===== src/rtl/uart_tx_feeder.sv =====
// uart_tx_feeder: buffers words in a FIFO and feeds them LSB byte first to a UART transmitter.
// Define UART_TX_FEEDER_WCNT_EN to add the o_words_sent completed-word counter.
module uart_tx_feeder #(
    parameter int NB_DATA    = 8,
    parameter int NB_WORD    = 32,
    parameter int FIFO_DEPTH = 4
) (
    input  logic                          clk,
    input  logic                          i_rst,
    input  logic [NB_WORD-1:0]            i_word,
    input  logic                          i_word_valid,
    output logic                          o_word_ready,
    output logic [NB_DATA-1:0]            o_data,
    output logic                          o_tx_start,
    input  logic                          i_tx_done,
    output logic                          o_busy,
    output logic [$clog2(FIFO_DEPTH):0]   o_fifo_count
`ifdef UART_TX_FEEDER_WCNT_EN
    ,
    output logic [15:0]                   o_words_sent
`endif
);
    localparam int NB_ADDR  = $clog2(FIFO_DEPTH);
    localparam int NB_BYTES = NB_WORD / NB_DATA;
    localparam int NB_BCNT  = (NB_BYTES > 1) ? $clog2(NB_BYTES) : 1;

    typedef enum logic [1:0] {IDLE, SEND, WAIT} state_t;

    state_t             state_q;
    logic [NB_WORD-1:0] mem_q [FIFO_DEPTH];
    logic [NB_ADDR-1:0] wr_ptr_q, rd_ptr_q;
    logic [NB_ADDR:0]   count_q, count_d;
    logic [NB_WORD-1:0] shift_q;
    logic [NB_BCNT-1:0] bcnt_q;
    logic               tx_start_q;
    logic               push, pop, last_byte;

    assign o_word_ready = count_q != (NB_ADDR+1)'(FIFO_DEPTH);
    assign push         = i_word_valid && o_word_ready;
    // Popping only from IDLE with a non-empty FIFO keeps the head valid and distinct from the write slot.
    assign pop          = (state_q == IDLE) && (count_q != '0);
    assign last_byte    = bcnt_q == NB_BCNT'(NB_BYTES - 1);
    assign count_d      = count_q + {{NB_ADDR{1'b0}}, push} - {{NB_ADDR{1'b0}}, pop};

    assign o_data       = shift_q[NB_DATA-1:0];
    assign o_tx_start   = tx_start_q;
    assign o_fifo_count = count_q;
    assign o_busy       = (count_q != '0) || (state_q != IDLE);

    always_ff @(posedge clk) begin
        if (push) mem_q[wr_ptr_q] <= i_word;
    end

    always_ff @(posedge clk) begin
        if (i_rst) begin
            wr_ptr_q <= '0;
            rd_ptr_q <= '0;
            count_q  <= '0;
        end else begin
            wr_ptr_q <= push ? wr_ptr_q + NB_ADDR'(1) : wr_ptr_q;
            rd_ptr_q <= pop ? rd_ptr_q + NB_ADDR'(1) : rd_ptr_q;
            count_q  <= count_d;
        end
    end

    always_ff @(posedge clk) begin
        if (i_rst) begin
            state_q    <= IDLE;
            shift_q    <= '0;
            bcnt_q     <= '0;
            tx_start_q <= 1'b0;
        end else begin
            tx_start_q <= 1'b0;
            case (state_q)
                IDLE: if (pop) begin
                    shift_q    <= mem_q[rd_ptr_q];
                    bcnt_q     <= '0;
                    tx_start_q <= 1'b1;
                    state_q    <= SEND;
                end
                SEND: state_q <= WAIT;
                WAIT: if (i_tx_done) begin
                    if (last_byte) begin
                        state_q <= IDLE;
                    end else begin
                        shift_q    <= shift_q >> NB_DATA;
                        bcnt_q     <= bcnt_q + NB_BCNT'(1);
                        tx_start_q <= 1'b1;
                        state_q    <= SEND;
                    end
                end
                default: state_q <= IDLE;
            endcase
        end
    end

`ifdef UART_TX_FEEDER_WCNT_EN
    logic [15:0] words_q;

    assign o_words_sent = words_q;

    always_ff @(posedge clk) begin
        if (i_rst) words_q <= '0;
        else if (state_q == WAIT && i_tx_done && last_byte) words_q <= words_q + 16'd1;
    end
`endif
endmodule


===== config.mk =====
export PLATFORM = sky130hd
export DESIGN_NAME = uart_tx_feeder
export DESIGN_NICKNAME = d
export VERILOG_FILES = /design/src/rtl/uart_tx_feeder.sv
export SDC_FILE = /design/constraint.sdc
export NUM_CORES = 1
export LEC_CHECK = 0
export ABC_AREA = 1
export CORE_MARGIN = 4
export CORE_UTILIZATION = 32
export DETAILED_ROUTE_END_ITERATION = 6
export DONT_BUFFER_PORTS = 1
export PLACE_DENSITY = 0.47
export SLEW_MARGIN = 10
export SYNTH_ARGS = -nofsm -noshare
export SYNTH_HDL_FRONTEND = slang
export SYNTH_SLANG_ARGS = --single-unit

===== constraint.sdc =====
create_clock -name clk -period 4.1 [get_ports clk]
set_clock_uncertainty 0.15 [all_clocks]
set_input_delay 0.82 -clock clk [delete_from_list [all_inputs] [get_ports clk]]
set_output_delay 0.82 -clock clk [all_outputs]
set_load 0.1 [all_outputs]

After elaboration in Yosys (flattened, before gate mapping) --
Memories as Yosys holds them, arrays and structs flattened. A register that Yosys moved wholly into a read port is not among the register bits. Cells that the tools add are included.
Operators by class: add/sub/neg operators 5, equal/unequal tests 7, multiplexer cells 20, reduce and logical (&&, ||, !) cells 9
Operator list (number):
- $mux 32 | 3
- $pmux 32 s2 | 1
- $mux 2 | 7
- $add 2x1->2 const B | 3
- $mux 1 | 6
- $ne 2x2->1 const B | 3
- $pmux 2 s3 | 1
- $eq 2x2->1 const B | 2
- $pmux 2 s2 | 1
- $reduce_and 4->1 | 1
- $reduce_bool 2->1 | 2
- $add 3x1->3 | 1
- $ne 3x3->1 const B | 1
- $reduce_bool 3->1 | 1
- $sub 3x1->3 | 1
- $eq 2x1->1 const B | 1
- $logic_and 1x1->1 | 2
- $logic_not 2->1 | 1
- $pmux 1 s2 | 1
- $reduce_and 2->1 | 1
- $logic_or 1x1->1 | 1
Word-level totals: register bits 44, bits in writable memories 128, bits of input ports 36, output and inout bits 14, word-level logic and storage cells 49, memories kept 1
Memory list:
- mem_q | depth 4, width 32, read ports 1, clocked after Yosys merged registers in 1, wr ports 1, RTL line 30 | logic [NB_WORD-1:0] mem_q [FIFO_DEPTH];

Longest topological paths before layout --
Gate-level depths: netlist of run 1.
word-level depth 4, mapped depth 12

Worst setup path before layout of run 1 --
No wires, ideal clock.
path type register to register, start point reg count_q[1], in the netlist o_fifo_count[1], end point mem mem_q[0][0], enable pin, library setup time 0.421 ns, data arrival time 3.628 ns, data required time 3.529 ns, path slack -0.099 ns, stages on the path, launching flop included 5, path buffers 0, clock period less this slack 4.199 ns, path through dfxtp_1 > nor2_2 > nand2_1 > nand2_1 > nor2_1
Between the ends: longest elaborated chain between the ends 4
Ends and longest elaborated chain:
- from (decl) | RTL line 32 | logic [NB_ADDR:0] count_q, count_d;
- from (signal assigned) | RTL line 62 | count_q <= count_d;
- $ne 3x3->1 | RTL line 38 | assign o_word_ready = count_q != (NB_ADDR+1)'(FIFO_DEPTH);
- via o_word_ready | RTL line 12 | output logic o_word_ready,
- $logic_and 1x1->1 | RTL line 39 | assign push = i_word_valid && o_word_ready;
- $mux 1 | RTL line 51 | if (push) mem_q[wr_ptr_q] <= i_word;
- $mux 1 (not written as such) | RTL line 51
- to (decl) | RTL line 30
The timed path passes the listed nets, and every way through them passes these cells.

Final worst setup path of run 1 --
start point reg count_q[1], in the netlist o_fifo_count[1], end point reg count_q[2], in the netlist o_fifo_count[2]
Between the ends: elaborated cells between the ends (all ways) 6, those cells by class add/sub (2); eq/ne (1); reduce/logical (3)
RTL lines:
- $reduce_bool 3->1 | RTL line 41 | assign pop = (state_q == IDLE) && (count_q != '0);
- $logic_and 1x1->1 | RTL line 41
- via pop | RTL line 36 | logic push, pop, last_byte;
- $sub 3x1->3 | RTL line 43 | assign count_d = count_q + {{NB_ADDR{1'b0}}, push} - {{NB_ADDR{1'b0}}, pop};
The timed path passes the listed nets, and every way through them passes these cells. A chain may end at the register's enable or synchronous reset.

==> metrics.md, run 1 <==
| Metric | Value |
|---|---|
| Num CTS Buffers | `17` |
| FP Rows | `55` |
| Starting density of the core | `0.3239` |
| Final core utilization | `0.3585` |
| Clk_lat worst skew | `about 0.42 ns` |
| # Post-CTS Setup Buffers | `0` |
| Max cap viols | `0` |
| Final nets | `a little under 800` |
| Crit path capture type | `register` |
| Wire length per cell | `~16 um` |
| Via/cell ratio | `4.616` |
| RSZ-0062 raised after global routing | `no` |
| Combinational share of power | `0.344` |
| CP Class | `reg -> reg` |
| Iteration-0 DRC Markers | `approximately 290` |
| CTS tree | `done` |
| Vias in the first global route | `between 4000 and 5000` |
| Placed Cells | `991` |
| Most used cell, CP | `inv_1` |
| Clk Tree Root Cell | `clkbuf_16` |
| Peak Freq | `between 300 and 400 MHz` |
| Avg Cell Area, Syn | `between 9 and 10 um2` |
| Core area | `approximately 0.023 mm2` |
| Largest net degree at the start of global routing | `65` |
| Sequential area share after synthesis | `0.6517` |
| Peak VDD IR | `between 0.2 and 0.3 mV` |
| Clk slew on worst S/H paths | `approximately 0.06 ns` |
| Outcome | `finished, final reports clean` |
| DPL Wire Length | `roughly 9600 um` |
| GRT overflow | `0` |
| Seq cells post-synth | `~170` |
| I/O pin count | `50` |
| Area of the multi-input gates | `between 0.002 and 0.0025 mm2` |
| Power, Total | `approximately 6300 uW` |
| Hold Path Class | `in -> reg` |
| Post-cts sizing count | `0` |
| Gr usage total | `0.1340` |
| Dpl cell area | `~0.0075 mm2` |
| Worst-path cell chain | `buf_4 -> nor2_2 -> nand2_1 -> nand2_2 -> clkinv_1 -> ha_1 -> inv_1 -> ha_1 -> inv_1 -> fa_1 -> inv_1 -> o21ai_0 -> a21oi_1` |
| Sw power | `between 2000 and 3000 uW` |
| CTS H-tree depth | `4` |
| Pint | `3781 uW` |
| Hold Fails Final Rpt | `0` |
| Final hold slack | `between 0.3 and 0.4 ns` |
| Top cell type's share of synthesized area | `0.5258` |
| P_leak | `0.003246 uW` |
| First-pass GRT wire length | `about 26000 um` |
| Final Setup Violations | `0` |
| Buf/Inv on CP | `5` |
| Slew headroom | `0.2210` |
| Tcrit/Tclk final | `0.6378` |
| Arrival time at the worst endpoint | `approximately 2.8 ns` |
| Fillers | `approximately 2200` |
| Via count | `~4700` |
| Area Overhead vs Synth | `10.68%` |
| Layout cells sized above 1 | `0.07046` |
| Die area | `around 0.025 mm2` |
| Final non-filler cell total | `just over 1000` |
| Port buffer count | `0` |
| Post-DRT Antenna Nets | `0` |
| Crit-path max FO | `10` |
| Gpl congestion | `approximately 0.74` |
| Clk sinks | `about 170` |
| Drt total wl | `around 17000 um` |
| Register share of total power | `0.406` |
| Mapped Area | `around 0.0073 mm2` |
| Synth warn | `0` |
| Crit-path slowest cell | `ha_1` |
| Synth area leaders | `edfxtp_1 (53%), nand2_1 (13%), dfxtp_1 (13%)` |
| Die X | `roughly 160 um` |
| Top post-synthesis cells by count | `nand2_1 (249), edfxtp_1 (128), nor2_1 (79), nand3_1 (51), inv_1 (49)` |
| Top_reg_cell synth | `edfxtp_1` |
| N_diodes | `0` |
| Synthesized Nets | `roughly 800` |
| Post-synth top area cell | `edfxtp_1` |
| Remaining DRCs | `0` |
| Synthesized instance count | `between 700 and 800` |
| Initial antenna violation count | `0` |
| Drt first pass iters | `5` |
| Startpoint Class | `register` |
| Count leader, synth | `nand2_1` |
| Async S/R FF share, synth | `0` |
| Hold_buf cts | `0` |
| Synth cell types | `23` |
| Post-synth EDFFs | `approximately 130` |
| Sw frac | `0.4002` |
| Pwr dens | `779.0 mW/mm2` |
| Slew @ Worst Pin | `~1.2 ns` |
| Register area | `approximately 0.0048 mm2` |
| Fin crit period | `2.615 ns` |
| Clock share of power | `0.250` |
| Maximum root-to-sink buffer count | `2` |
| Die H | `159.2 um` |
| Largest delay share family, worst path | `adder cells` |
| Fin area | `0.008092 mm2` |
| Max Slew Vio Count | `0` |
| CP Data Required Time | `4.29 ns` |
| Worst stage delay on the critical path | `0.36 ns` |
[cell families after synthesis]
kind of cell | count (synthesis) | share of synthesized area
AND/OR/NAND/NOR | 409 | 0.2352
adder cells (fa/ha/maj) | 8 | 0.01472
buffers and inverters | 99 | 0.06384
XOR/XNOR | 2 | 0.002396
AO/OA/AOI/OAI | 47 | 0.03218
flip-flops | 174 | 0.6517
[power groups by stage]
stage	combinational, uW	sequential (uW)	clock [uW]
finish	2170	2560	1570
global route	2490	2590	1680
CTS	2230	2560	1610
detailed placement	2220	2600	0
global placement	2190	2590	0
floorplan	1850	2450	0
[worst paths after layout]
path              cells past startpoint            start               to  slack (ns)
setup / recovery                     13  o_fifo_count[1]  o_fifo_count[2]        1.48
hold / removal                        1            i_rst  o_fifo_count[1]        0.31
setup reg to reg                     13  o_fifo_count[1]  o_fifo_count[2]        1.48
hold reg to reg                       1        bcnt_q[0]        bcnt_q[0]        0.32
[registers in the layout (all words and copies together), names as in the netlist, named ones only]
| register | flops |
|---|---|
| mem_q | 128 |
| shift_q | 32 |
| bcnt_q | 2 |
| o_fifo_count | 3 |
| wr_ptr_q | 2 |
| rd_ptr_q | 2 |
| o_tx_start | 1 |
| state_q | 2 |
[cell type report]
type | instances | share of cell area
well taps | 285 | 0.04407
clock buffers | 19 | 0.05350
repair buffers | 14 | 0.01299
flip-flops and latches | 174 | 0.5890
clock inverters | 13 | 0.01809
multi-input cells | 466 | 0.2582
inverters | 52 | 0.02412
[per-layer routing]
layer | wire [um] | part of all wire | vias to the layer above | global-route usage
li1 | - | - | 2367 | -
met1 | 7126 | 0.43 | 2254 | 0.1559
met5 | 0 | 0 | - | 0
met2 | 8243 | 0.50 | 87 | 0.2287
met4 | 244 | 0.015 | 0 | 0.04852
met3 | 996 | 0.060 | 14 | 0.04815
[placed cells by master, fill, tap and decap left out]
cell type   netlist  layout
inv_6             0       1
nand2_1         249     249
clkinvlp_4        0       2
clkinv_4          0       1
dfxtp_1          46      45
nor2_1           79      75
a21oi_1          43      43
xor2_1            1       1
bufinv_16         0       3
inv_1            49      49
clkinv_1          1       6
nand3_1          51      51
edfxtp_1        128     128
ha_1              7       7
clkbuf_1         13       2
nand3b_1         24      24
nor2_2            2       6
dfxtp_2           0       1
nor2_4            1       1
inv_2             2       2
o21ai_0           4       4
buf_4            11      14
nand2_4           2       2
nand2_2           1       1
xnor2_1           1       1
fa_1              1       1
clkbuf_16         0      17
clkinvlp_2        0       1
[stage by stage]
stage | TNS, ns | setup slack, ns
after CTS | 0 | 1.465
after global routing | 0 | 1.259
after floorplan | -12.70 | -0.09919
final | 0 | 1.485
after detailed placement | 0 | 1.489
after global placement | 0 | 1.549
[worst register-to-register path, stage by stage, from the launching register on]
cell	delay, ns
dfxtp_1	0.30
buf_4	0.24
nor2_2	0.19
nand2_1	0.08
nand2_2	0.07
clkinv_1	0.23
ha_1	0.36
inv_1	0.06
ha_1	0.14
inv_1	0.05
fa_1	0.35
inv_1	0.08
o21ai_0	0.08
a21oi_1	0.17
Power figures use the tool's default switching activity.
==> inputs of run 2 (changes only) <==
--- a/config.mk
+++ b/config.mk
@@ -5,7 +5,7 @@
 export SDC_FILE = /design/constraint.sdc
 export NUM_CORES = 1
 export LEC_CHECK = 0
-export ABC_AREA = 1
+export ABC_AREA = 0
 export CORE_MARGIN = 4
 export CORE_UTILIZATION = 32
 export DETAILED_ROUTE_END_ITERATION = 6
==> constraint.sdc (replaced) <==
create_clock -name clk -period 2.5 [get_ports clk]
set_clock_uncertainty 0.15 [all_clocks]
set_input_delay 0.5 -clock clk [delete_from_list [all_inputs] [get_ports clk]]
set_output_delay 0.5 -clock clk [all_outputs]
set_load 0.1 [all_outputs]
==> metrics.md, run 2 <==
| Metric | Value |
|---|---|
| Outcome | `finished, final reports clean (unchanged)` |
| Pint | `6324 uW (was 3781 uW)` |
| Synthesized Nets | `465 (was 783)` |
| Slew headroom | `0.4311 (was 0.2210)` |
| Count leader, synth | `edfxtp_1 (was nand2_1)` |
| Crit. Startpoint | `o_fifo_count[1] (unchanged)` |
| Synthesized instance count | `421 (was 739)` |
| Max Slew Vio Count | `0 (unchanged)` |
| Area of the multi-input gates | `0.001862 mm2 (was 0.002090 mm2)` |
| Fin crit period | `2.342 ns (was 2.615 ns)` |
| Top_reg_cell synth | `edfxtp_1 (unchanged)` |
| Layout cells sized above 1 | `0.2141 (was 0.07046)` |
| RR Startpoint | `o_fifo_count[1] (unchanged)` |
| Clock share of power | `0.265 (was 0.250)` |
| Post-synth top area cell | `edfxtp_1 (unchanged)` |
| Placed Cells | `682 (was 991)` |
| Fillers | `1980 (was 2237)` |
| Gpl congestion | `0.7063 (was 0.7429)` |
| Clk_lat worst skew | `0.42 ns (about the same)` |
| Tcrit/Tclk final | `0.9366 (was 0.6378)` |
| Async S/R FF share, synth | `0 (unchanged)` |
| Crit-path slowest cell | `or3b_4 (was ha_1)` |
| Seq cells post-synth | `174 (unchanged)` |
| Combinational share of power | `0.346 (was 0.344)` |
| Crit path capture type | `register (unchanged)` |
| Slew @ Worst Pin | `0.8505 ns (was 1.169 ns)` |
| Vias in the first global route | `3931 (was 4709)` |
| Post-DRT Antenna Nets | `0 (unchanged)` |
| Wire length per cell | `19.20 um (was 16.24 um)` |
| Post-synth EDFFs | `128 (unchanged)` |
| Sequential area share after synthesis | `0.6909 (was 0.6517)` |
| Top cell type's share of synthesized area | `0.5573 (was 0.5258)` |
| Register area | `0.004777 mm2 (was 0.004766 mm2)` |
| Synth cell types | `40 (was 23)` |
| Startpoint Class | `register (unchanged)` |
| Die area | `0.02396 mm2 (was 0.02533 mm2)` |
| Top post-synthesis cells by count | `edfxtp_1 (128), dfxtp_1 (46), mux4_2 (32), nor2_1 (29), nand2b_1 (26) (was nand2_1 (249), edfxtp_1 (128), nor2_1 (79), nand3_1 (51), inv_1 (49))` |
| Worst stage delay on the critical path | `0.40 ns (was 0.36 ns)` |
| CP Class | `reg -> reg (unchanged)` |
| CTS H-tree depth | `4 (unchanged)` |
| Largest net degree at the start of global routing | `35 (was 65)` |
| Final Setup Violations | `0 (unchanged)` |
| Most frequent cells in the layout | `edfxtp_1 (128), dfxtp_1 (42), dlygate4sd3_1 (42) (was nand2_1 (249), edfxtp_1 (128), nor2_1 (75))` |
| Drt total wl | `14510 um (was 16610 um)` |
| Sw frac | `0.3532 (was 0.4002)` |
| Clk slew on worst S/H paths | `0.07 ns (was 0.06 ns)` |
| Register share of total power | `0.388 (was 0.406)` |
| Sw power | `3454 uW (was 2522 uW)` |
| Peak VDD IR | `0.5583 mV (was 0.2892 mV)` |
| Remaining DRCs | `0 (unchanged)` |
| Drt first pass iters | `4 (was 5)` |
| Initial antenna violation count | `0 (unchanged)` |
| Avg Cell Area, Syn | `16.38 um2 (was 9.893 um2)` |
| Gr usage total | `0.1263 (was 0.1340)` |
| Commonest non-fill, non-tap cell in the layout | `edfxtp_1 (was nand2_1)` |
| Die X | `154.8 um (was 159.2 um)` |
| Hold Path Class | `in -> reg (unchanged)` |
| Core area | `0.02109 mm2 (was 0.02257 mm2)` |
| Via count | `3747 (was 4722)` |
| Max reg flops | `128 (unchanged)` |
| Hold Fails Final Rpt | `0 (unchanged)` |
| P_leak | `0.002759 uW (was 0.003246 uW)` |
| Die H | `154.8 um (was 159.2 um)` |
| Max cap viols | `0 (unchanged)` |
| Via/cell ratio | `4.956 (was 4.616)` |
| Pwr dens | `1180 mW/mm2 (was 779.0 mW/mm2)` |
| FP Rows | `53 (was 55)` |
| Crit-path max FO | `5 (was 10)` |
| Arrival time at the worst endpoint | `2.53 ns (was 2.81 ns)` |
| First-pass GRT wire length | `22660 um (was 26300 um)` |
| DPL Wire Length | `8466 um (was 9639 um)` |
| I/O pin count | `50 (unchanged)` |
| Synth area leaders | `edfxtp_1 (56%), dfxtp_1 (13%), mux4_2 (10%) (was edfxtp_1 (53%), nand2_1 (13%), dfxtp_1 (13%))` |
| N_diodes | `0 (unchanged)` |
| CP Data Required Time | `2.68 ns (was 4.29 ns)` |
| Clk Tree Root Cell | `clkbuf_16 (unchanged)` |
| RSZ-0062 raised after global routing | `no (unchanged)` |
| GRT overflow | `0 (unchanged)` |
| Port buffer count | `0 (unchanged)` |
| Mapped Area | `0.006897 mm2 (was 0.007311 mm2)` |
| Worst-path cell chain | `or3b_4 -> nand2_2 -> ha_1 -> inv_1 -> ha_1 -> inv_1 -> fa_2 -> xor2_1 -> and2_1 -> nor3_1 (was buf_4 -> nor2_2 -> nand2_1 -> nand2_2 -> clkinv_1 -> ha_1 -> inv_1 -> ha_1 -> inv_1 -> fa_1 -> inv_1 -> o21ai_0 -> a21oi_1)` |
| Largest register by flop count | `mem_q (unchanged)` |
| Final nets | `512 (was 769)` |
| Iteration-0 DRC Markers | `223 (was 285)` |
| Area Overhead vs Synth | `20.16% (was 10.68%)` |
| Power, Total | `9777 uW (was 6303 uW)` |
| Clk sinks | `174 (unchanged)` |
| Num CTS Buffers | `17 (unchanged)` |
| Hold path startpoint | `i_word_valid (was i_rst)` |
| Final non-filler cell total | `756 (was 1023)` |
| CTS tree | `done (unchanged)` |
| Peak Freq | `427.1 MHz (was 382.4 MHz)` |
| Maximum root-to-sink buffer count | `2 (unchanged)` |
| Starting density of the core | `0.3270 (was 0.3239)` |
| Synth warn | `0 (unchanged)` |
==> run 2: cell types whose count changed after synthesis, sizes merged, moves of 26 or more <==
cell    change
mux4       +32
nand3      -49
nor2       -53
nand2     -249
inv        -45
nand2b     +26
a21oi      -36
==> run 2: final timing paths <==
| path | slack, ns | depth (start not counted) | endpoint |
|---|---|---|---|
| max | 0.16 | 10 | o_fifo_count[2] |
| min | 0.09 | 2 | wr_ptr_q[1] |
| max reg2reg | 0.16 | 10 | o_fifo_count[2] |
| min reg2reg | 0.35 | 2 | register |
==> run 2: cells by family (layout without fill, tap and decap cells) <==
kind of cell / Yosys count / count (layout) / synth area share
XOR/XNOR: 1 / 1 / 0.001270
buffers and inverters: 49 / 109 / 0.04118
AND/OR/NAND/NOR: 86 / 86 / 0.07039
flip-flops: 174 / 174 / 0.6909
adder cells (fa/ha/maj): 8 / 8 / 0.01560
AO/OA/AOI/OAI: 70 / 70 / 0.07474
multiplexers: 33 / 33 / 0.1060
==> run 2: area by class of cell <==
| cell class | count | area share |
|---|---|---|
| sequential | 174 | 0.5765 |
| clock inverter | 15 | 0.01872 |
| tap | 275 | 0.04152 |
| timing repair buffer | 71 | 0.08455 |
| multi-input combinational | 198 | 0.2247 |
| clock buffer | 17 | 0.05134 |
| inverter | 6 | 0.002718 |
==> run 2: per-layer routing <==
layer,wire length (um),vias up,global-route usage,share of wire
li1,-,1754,-,-
met3,580,9,0.04281,0.040
met5,0,-,0,0
met1,6641,1926,0.1623,0.46
met4,144,0,0.03659,0.0099
met2,7146,58,0.2045,0.49
==> run 2: power groups by stage <==
stage	combinational, uW	sequential, uW	clock [uW]
after detailed placement	3360	3870	0
final	3390	3800	2590
after global placement	3340	3850	0
after floorplan	2590	3980	0
after CTS	3430	3810	2660
after global routing	3680	3850	2800
==> run 2: per-stage QoR <==
stage | util | hold slack, ns | area, um2 | TNS [ns] | setup WS (ns)
2_1_floorplan | - | 0.3046 | 6947 | -0.1429 | -0.1429
3_3_place_gp | 0.3455 | 0.3074 | 7286 | 0 | 0.2681
3_5_place_dp | 0.3455 | 0.3284 | 7286 | 0 | 0.1601
4_1_cts | 0.3844 | 0.00005790 | 8107 | 0 | 0.1415
5_1_grt | 0.3930 | 0.06887 | 8287 | 0 | 0.04501
6_report | 0.3930 | 0.09068 | 8287 | 0 | 0.1584
==> run 2: what timing repair did <==
action | 4_1_cts | 5_1_grt
setup endpoints to repair | 0 | 0
hold endpoints to repair | 75 | 66
gates resized for setup | 0 | 0
hold buffers | 24 | 18
buffers inserted | 0 | 0
==> run 2: critical path, delay by kind of cell, from the launching register on <==
family	cells	cell delay, ns
xor gates and xnor gates	1	0.16
adders and majority gates	3	0.69
buffers and inverters	2	0.11
DFF	1	0.38
and+or+nand+nor	4	0.76
==> inputs of run 3 (changes only) <==
--- a/config.mk
+++ b/config.mk
@@ -6,11 +6,13 @@
 export NUM_CORES = 1
 export LEC_CHECK = 0
 export ABC_AREA = 0
+export ABC_CLOCK_PERIOD_IN_PS = 2500
 export CORE_MARGIN = 4
-export CORE_UTILIZATION = 32
+export CORE_UTILIZATION = 35
 export DETAILED_ROUTE_END_ITERATION = 6
 export DONT_BUFFER_PORTS = 1
-export PLACE_DENSITY = 0.47
+export MAX_ROUTING_LAYER = met4
+export PLACE_DENSITY = 0.5
 export SLEW_MARGIN = 10
 export SYNTH_ARGS = -nofsm -noshare
 export SYNTH_HDL_FRONTEND = slang
==> metrics.md, run 3 (same netlist as run 2, synthesis figures left out) <==
| Metric | Value |
|---|---|
| Outcome | `finished, final reports clean (unchanged)` |
| Via/cell ratio | `5.039 (was 4.956)` |
| Fin crit period | `2.320 ns (was 2.342 ns)` |
| Post-cts sizing count | `0 (unchanged)` |
| Iteration-0 DRC Markers | `199 (was 223)` |
| Initial antenna violation count | `0 (unchanged)` |
| Gr usage total | `0.1340 (was 0.1263)` |
| Final hold slack | `0.02846 ns (was 0.09068 ns)` |
| Area of the multi-input gates | `0.001862 mm2 (unchanged)` |
| N_diodes | `0 (unchanged)` |
| Clk sinks | `174 (unchanged)` |
| Post-DRT Antenna Nets | `0 (unchanged)` |
| Die X | `148.4 um (was 154.8 um)` |
| DPL Wire Length | `8328 um (was 8466 um)` |
| Via count | `3618 (was 3747)` |
| Crit path capture type | `output pin (was register)` |
| P_leak | `0.002652 uW (was 0.002759 uW)` |
| Wire length per cell | `19.05 um (was 19.20 um)` |
| Peak Freq | `431.1 MHz (was 427.1 MHz)` |
| Clk slew on worst S/H paths | `0.06 ns (was 0.07 ns)` |
| Vias in the first global route | `3807 (was 3931)` |
| CP Data Required Time | `1.85 ns (was 2.68 ns)` |
| Die area | `0.02202 mm2 (was 0.02396 mm2)` |
| Clk_lat worst skew | `0.42 ns (about the same)` |
| Peak VDD IR | `0.4845 mV (was 0.5583 mV)` |
| Num CTS Buffers | `17 (unchanged)` |
| Hold Fails Final Rpt | `0 (unchanged)` |
| Most frequent cells in the layout | `edfxtp_1 (128), dfxtp_1 (42), mux4_2 (32) (was edfxtp_1 (128), dfxtp_1 (42), dlygate4sd3_1 (42))` |
| Tcrit/Tclk final | `0.9278 (was 0.9366)` |
| CTS H-tree depth | `4 (unchanged)` |
| Starting density of the core | `0.3555 (was 0.3270)` |
| I/O pin count | `50 (unchanged)` |
| Power, Total | `9838 uW (was 9777 uW)` |
| Slew @ Worst Pin | `0.4786 ns (was 0.8505 ns)` |
| Max Slew Vio Count | `0 (unchanged)` |
| Die H | `148.4 um (was 154.8 um)` |
| RSZ-0062 raised after global routing | `no (unchanged)` |
| Drt total wl | `13680 um (was 14510 um)` |
| Setup Slack @ Placement | `0.2254 ns (was 0.1601 ns)` |
| Commonest non-fill, non-tap cell in the layout | `edfxtp_1 (unchanged)` |
| Fillers | `1788 (was 1980)` |
| Clk Tree Root Cell | `clkbuf_16 (unchanged)` |
| Startpoint Class | `register (unchanged)` |
| Arrival time at the worst endpoint | `1.67 ns (was 2.53 ns)` |
| Pwr dens | `1228 mW/mm2 (was 1180 mW/mm2)` |
| Hold Path Class | `in -> reg (unchanged)` |
| Layout cells sized above 1 | `0.2208 (was 0.2141)` |
| First-pass GRT wire length | `21670 um (was 22660 um)` |
| CTS tree | `done (unchanged)` |
| Remaining DRCs | `0 (unchanged)` |
| Area Overhead vs Synth | `16.20% (was 20.16%)` |
| Final nets | `484 (was 512)` |
| GRT overflow | `0 (unchanged)` |
| Core area | `0.01940 mm2 (was 0.02109 mm2)` |
| Port buffer count | `0 (unchanged)` |
| Maximum root-to-sink buffer count | `2 (unchanged)` |
| Final Setup Violations | `0 (unchanged)` |
| Gpl congestion | `0.7462 (was 0.7063)` |
| Largest register by flop count | `mem_q (unchanged)` |
| Slew headroom | `0.6792 (was 0.4311)` |
| Max cap viols | `0 (unchanged)` |
| Drt first pass iters | `4 (unchanged)` |
| Max reg flops | `128 (unchanged)` |
| CP Class | `reg -> out (was reg -> reg)` |
| FP Rows | `51 (was 53)` |
| Crit-path max FO | `33 (was 5)` |
| Largest net degree at the start of global routing | `37 (was 35)` |
| Worst Setup Slack, final | `0.1805 ns (was 0.1584 ns)` |
| Register area | `0.004777 mm2 (unchanged)` |
| Final core utilization | `0.4131 (was 0.3930)` |
[run 3: path summary, 6_finish.rpt]
| check | from | to | slack, ns | depth (start not counted) |
|---|---|---|---|---|
| worst max register to register | o_fifo_count[1] | o_fifo_count[2] | 0.22 | 10 |
| worst min-delay path | i_word[6] | mem_q[3][6] | 0.03 | 0 |
| worst max-delay path | o_fifo_count[0] | o_busy | 0.18 | 4 |
| worst min register to register | rd_ptr_q[1] | register | 0.34 | 2 |
[run 3: critical path: stages, from the launching register on]
cell     delay [ns]
dfxtp_4        0.36
nor3_4         0.18
buf_4          0.36
nand2_1        0.11
buf_4          0.25
[run 3: metal layers]
metal | up-vias | part of all wire | global-route usage
met4 | 0 | 0.011 | 0.03603
met1 | 1859 | 0.44 | 0.1640
li1 | 1690 | - | -
met3 | 10 | 0.043 | 0.03717
met2 | 59 | 0.51 | 0.2211
met5 | - | 0 | -
[run 3: stage by stage]
step	instances	instance area, um2	TNS (ns)
2_1_floorplan	421	6947	-0.1429
3_3_place_gp	673	7256	0
3_5_place_dp	673	7256	0
4_1_cts	718	8014	0
5_1_grt	718	8014	0
6_report	718	8014	0
[run 3: timing repair]
action / CTS / global route
hold buffers: 13 / 0
hold endpoints to repair: 78 / 0
buffers inserted: 0 / 0
[run 3: where the power goes]
part	leakage [uW]	internal, uW	switching, uW
logic	0.000809	1270	2020
clock network	0.000289	1700	1040
registers	0.00155	3590	207
total	0.00265	6570	3270
[run 3: layout make-up]
| class | instances | area share |
|---|---|---|
| flip-flops and latches | 174 | 0.5961 |
| multi-input cells | 198 | 0.2323 |
| clock buffers | 22 | 0.05667 |
| repair buffers | 43 | 0.05027 |
| well taps | 265 | 0.04137 |
| clock inverters | 10 | 0.02045 |
| inverters | 6 | 0.002810 |
